--- src/rtl/serial_adder_ctrl.sv ---
// Bit-serial WIDTH-bit adder: one full adder stepped LSB-first through a registered carry.
// Latency: DONE pulses WIDTH edges after the accepting START edge; START outside IDLE is dropped.

module FullAdder1bit_Structural (
  input  logic a,
  input  logic b,
  input  logic cin,
  output logic s,
  output logic cout
);
  logic axb, ab, cx;

  xor g_x0 (axb, a, b);
  xor g_x1 (s, axb, cin);
  and g_a0 (ab, a, b);
  and g_a1 (cx, axb, cin);
  or  g_o0 (cout, ab, cx);
endmodule

module serial_adder_ctrl #(
  parameter int WIDTH = 8
) (
  input  logic             CLK,
  input  logic             RST,
  input  logic             START,
  input  logic             ABORT,
  input  logic [WIDTH-1:0] A,
  input  logic [WIDTH-1:0] B,
  input  logic             CIN,
  output logic             BUSY,
  output logic             DONE,
  output logic [WIDTH-1:0] SUM,
  output logic             COUT
);
  localparam int CW = (WIDTH > 1) ? $clog2(WIDTH) : 1;

  typedef enum logic [1:0] {
    IDLE = 2'd0,
    RUN  = 2'd1,
    FIN  = 2'd2
  } state_t;

  state_t          state;
  logic [WIDTH-1:0] opa, opb, psum;
  logic            carry;
  logic [CW-1:0]   cnt;
  logic            fa_s, fa_c;

  FullAdder1bit_Structural u_fa (
    .a    (opa[0]),
    .b    (opb[0]),
    .cin  (carry),
    .s    (fa_s),
    .cout (fa_c)
  );

  always_ff @(posedge CLK or posedge RST) begin
    if (RST) begin
      state <= IDLE;
      opa   <= '0;
      opb   <= '0;
      psum  <= '0;
      carry <= 1'b0;
      cnt   <= '0;
      SUM   <= '0;
      COUT  <= 1'b0;
      BUSY  <= 1'b0;
      DONE  <= 1'b0;
    end else begin
      case (state)
        IDLE: begin
          DONE <= 1'b0;
          BUSY <= 1'b0;
          if (START && !ABORT) begin
            opa   <= A;
            opb   <= B;
            carry <= CIN;
            cnt   <= '0;
            BUSY  <= 1'b1;
            state <= RUN;
          end
        end
        RUN: begin
          if (ABORT) begin
            BUSY  <= 1'b0;
            state <= IDLE;
          end else begin
            psum  <= {fa_s, psum[WIDTH-1:1]};
            opa   <= opa >> 1;
            opb   <= opb >> 1;
            carry <= fa_c;
            cnt   <= cnt + 1'b1;
            // Last bit: publish the fully assembled sum, never a partial one
            if (cnt == CW'(WIDTH - 1)) begin
              SUM   <= {fa_s, psum[WIDTH-1:1]};
              COUT  <= fa_c;
              DONE  <= 1'b1;
              state <= FIN;
            end
          end
        end
        FIN: begin
          DONE  <= 1'b0;
          BUSY  <= 1'b0;
          state <= IDLE;
        end
        default: begin
          DONE  <= 1'b0;
          BUSY  <= 1'b0;
          state <= IDLE;
        end
      endcase
    end
  end
endmodule

--- config.mk ---
export PLATFORM = sky130hd
export DESIGN_NAME = serial_adder_ctrl
export DESIGN_NICKNAME = d
export VERILOG_FILES = /design/src/rtl/serial_adder_ctrl.sv
export SDC_FILE = /design/constraint.sdc
export NUM_CORES = 1
export LEC_CHECK = 0
export CAP_MARGIN = 20
export CORE_UTILIZATION = 24
export DETAILED_ROUTE_END_ITERATION = 10
export SLEW_MARGIN = 20
export SYNTH_ARGS = -nofsm -noshare
export SYNTH_HDL_FRONTEND = slang
export SYNTH_SLANG_ARGS = --single-unit
--- constraint.sdc ---
create_clock -name CLK -period 2 [get_ports CLK]
set_clock_uncertainty 0.1 [all_clocks]
set_input_delay 0.4 -clock CLK [delete_from_list [all_inputs] [get_ports CLK]]
set_output_delay 0.4 -clock CLK [all_outputs]
set_load 0.03 [all_outputs]
==> impl_metrics.ini <==
[critical_path]
critPathMaxFanout = 2
path_class = flop to output port
arrival_ns = 1.33
cp_top_family = buffers and inverters
worst-path-buf-inv = 1
critPathCaptureType = output port
critPathLaunchType = flop
cp_slowest_stage_delay_ns = 0.68
rrSetupSlack_ns = 0.39
r2r-end = opb[2]
reg2reg_from = state[1]
worst-path-stages = 1
cp.required_ns = 1.50
cp_slowest_cell = clkdlybuf4s50_1
reg2regPathDepth = 4
crit_chain = clkdlybuf4s50_1

[synthesis]
synth_area_leaders = dfrtp_1 55%, mux2_2 24%, mux2_4 6.6%, o21ai_0 1.7%, ha_1 1.4%
syn_inst = 123
synth_xor_area_share_pct = 0
ys.flop_type = dfrtp_1
postSynthAreaPerCell_um2 = 14.7
yosysUniqueCellTypes = 23
muxShareOfSynthArea_pct = 30.3
synthesis.nets = 147
ys_async_sr_fraction_pct = 100
synth.top_cell.area_share_pct = 55.3
yosysSeqAreaShare_pct = 55.3
synthAdderAreaFrac_pct = 2.49
synth.most_common_cell = dfrtp_1
synth_top_area_cell = dfrtp_1
ys_warn_count = 0
synth_edf_count = 0
synth-compound-area-share_pct = 2.97
synth_top_family_by_area = multiplexers
synthTopCellsByCount = 40 x dfrtp_1, 38 x mux2_2, 8 x mux2_4
ys_ff_latch = 40
syn-cell-area_um2 = 1810
yosys.area_share.simple_pct = 5.67

[final_layout]
nFillCells = 769
utilization_pct = 32.6
drive_above_1_share_pct = 39.0
postLayoutCellArea_um2 = 2370
diodes = 0
final_nets = 187
area_growth_pct = 30.8

[run]
maxCapViolations = 0

[global_routing]
antenna_found_initial = 0
grt_pass1_vias = 1086
grt_pass1_wl_um = 5430
grt_overflow = 0
grt_use_total_pct = 9.09
grt_max_degree = 41

[outcome]
run_status = complete, no violations

[worst_hold_path]
worstHoldPathType = input pin to asynchronous set/reset pin

[sta]
drv_slew = 0
setup_tns_ns = 0
setup_slack_ns = 0.166
max_freq_mhz = 545
rsz0062_at_grt = no
period_needed_ns = 1.83
fin_hold_ws_ns = 0.364
final.period_utilization_pct = 91.7
tightest_slew_ns = 0.445
setup_viol_count_final = 0
relSlewSlack_pct = 70.2
hold_violations = 0

[clock_network]
cts.path.max_buffers = 2
cts.repair.resized = 0
cts_root_buffer = clkbuf_8
cts_sinks = 40
clock_latency_ns = 0.29
htreeDepth = 2
clk_pin_slew_worst_paths_ns = 0.07
postCtsHoldBufs = 0
cts_made_buffers = 5
post_cts_buffers = 0
cts_tree = built

[route]
num_vias = 1062
vias_per_cell = 4.04
route.detailed.drc = 0
first_iter_violations = 43
wl_um = 3110
firstDrtPassIters = 2
ant_nets = 0
wl_per_cell_um = 11.8

[die]
die_area_um2 = 7890
die_h_um = 88.8
num_rows = 31
core_um2 = 7250
pin_count = 32
die_w_um = 88.8
start_util_pct = 24.9

[place]
hpwl_um = 2180
io_buffers = 31
dpl-instance-area_um2 = 2280
dpl_worst_slack_ns = -0.0813
gp_congestion = 0.716

[power_and_ir_drop]
power_switching_share_pct = 25.7
internal-power_mw = 1.54
p_seq_share_pct = 53.1
p_per_area_nw_per_um2 = 873
p_switching_mw = 0.531
ir_worst_vdd_mv = 0.296
leakage_nw = 1.00
comb_power_share_pct = 20.3
clkPwrFrac_pct = 26.6
state kept, by name, indices dropped and copies added, names as in the netlist:
signal	cells
SUM	8
opa	8
opb	8
psum	7
cnt	3
state	2
BUSY	1
COUT	1
DONE	1
carry	1
how the worst max path moves through the flow:
stage | from | to
2_1_floorplan | ABORT | opa[0]
3_3_place_gp | ABORT | opa[6]
3_5_place_dp | ABORT | opb[2]
4_1_cts | DONE | DONE
5_1_grt | SUM[7] | SUM[7]
6_report | DONE | DONE
cell usage in the layout, fill, tap and decap left out:
| master | instances |
|---|---|
| ha_1 | 2 |
| a21oi_1 | 3 |
| buf_4 | 6 |
| nor3b_4 | 1 |
| nand2b_1 | 2 |
| dfrtp_1 | 40 |
| mux2_2 | 38 |
| clkbuf_1 | 2 |
| mux2_4 | 8 |
| nand2_1 | 3 |
| clkdlybuf4s50_1 | 31 |
| nor2_4 | 1 |
| o21ai_0 | 6 |
| fa_1 | 1 |
| buf_12 | 2 |
| inv_1 | 2 |
| nor2_1 | 3 |
| nand3_1 | 2 |
| a31o_2 | 1 |
| or2_0 | 1 |
| clkbuf_8 | 6 |
| nand4_1 | 2 |
| and2_4 | 1 |
per-stage QoR:
step	instances	total power, mW
after global placement	255	1.53
after CTS	263	2.11
after detailed placement	255	1.54
after global routing	263	2.20
final	263	2.07
after floorplan	123	1.39
metal layers:
layer	part of all wire, %	vias to the layer above	global-route usage, %
met5	0	-	0
met4	0	0	2.20
met3	5.3	0	2.99
met2	46	25	13.8
met1	49	527	12.5
li1	-	510	-
worst min-delay path: cells and delay by family:
kind,cells,cell delay (ns)
buf+inv,3,0.71
final cells by class:
cell class / instances / area (µm²) / share of cell area [%]
inverters: 2 / 7.51 / 0.317
clock buffers: 8 / 90.1 / 3.81
multi-input cells: 75 / 749 / 31.7
well taps: 99 / 124 / 5.23
flip-flops and latches: 40 / 1000 / 42.3
repair buffers: 39 / 395 / 16.7
power groups by stage:
| stage | clock network, mW | logic, mW | registers (mW) |
|---|---|---|---|
| 5_1_grt | 0.608 | 0.468 | 1.12 |
| 4_1_cts | 0.577 | 0.430 | 1.10 |
| 6_report | 0.550 | 0.421 | 1.10 |
| 3_5_place_dp | 0 | 0.431 | 1.11 |
| 3_3_place_gp | 0 | 0.423 | 1.11 |
| 2_1_floorplan | 0 | 0.293 | 1.10 |
cell families after synthesis:
group	after synthesis
compound gates	10
simple gates	16
buf+inv	8
flops	40
mux	46
fa+ha+maj	3
No activity file was read; power rests on OpenSTA's default activity.
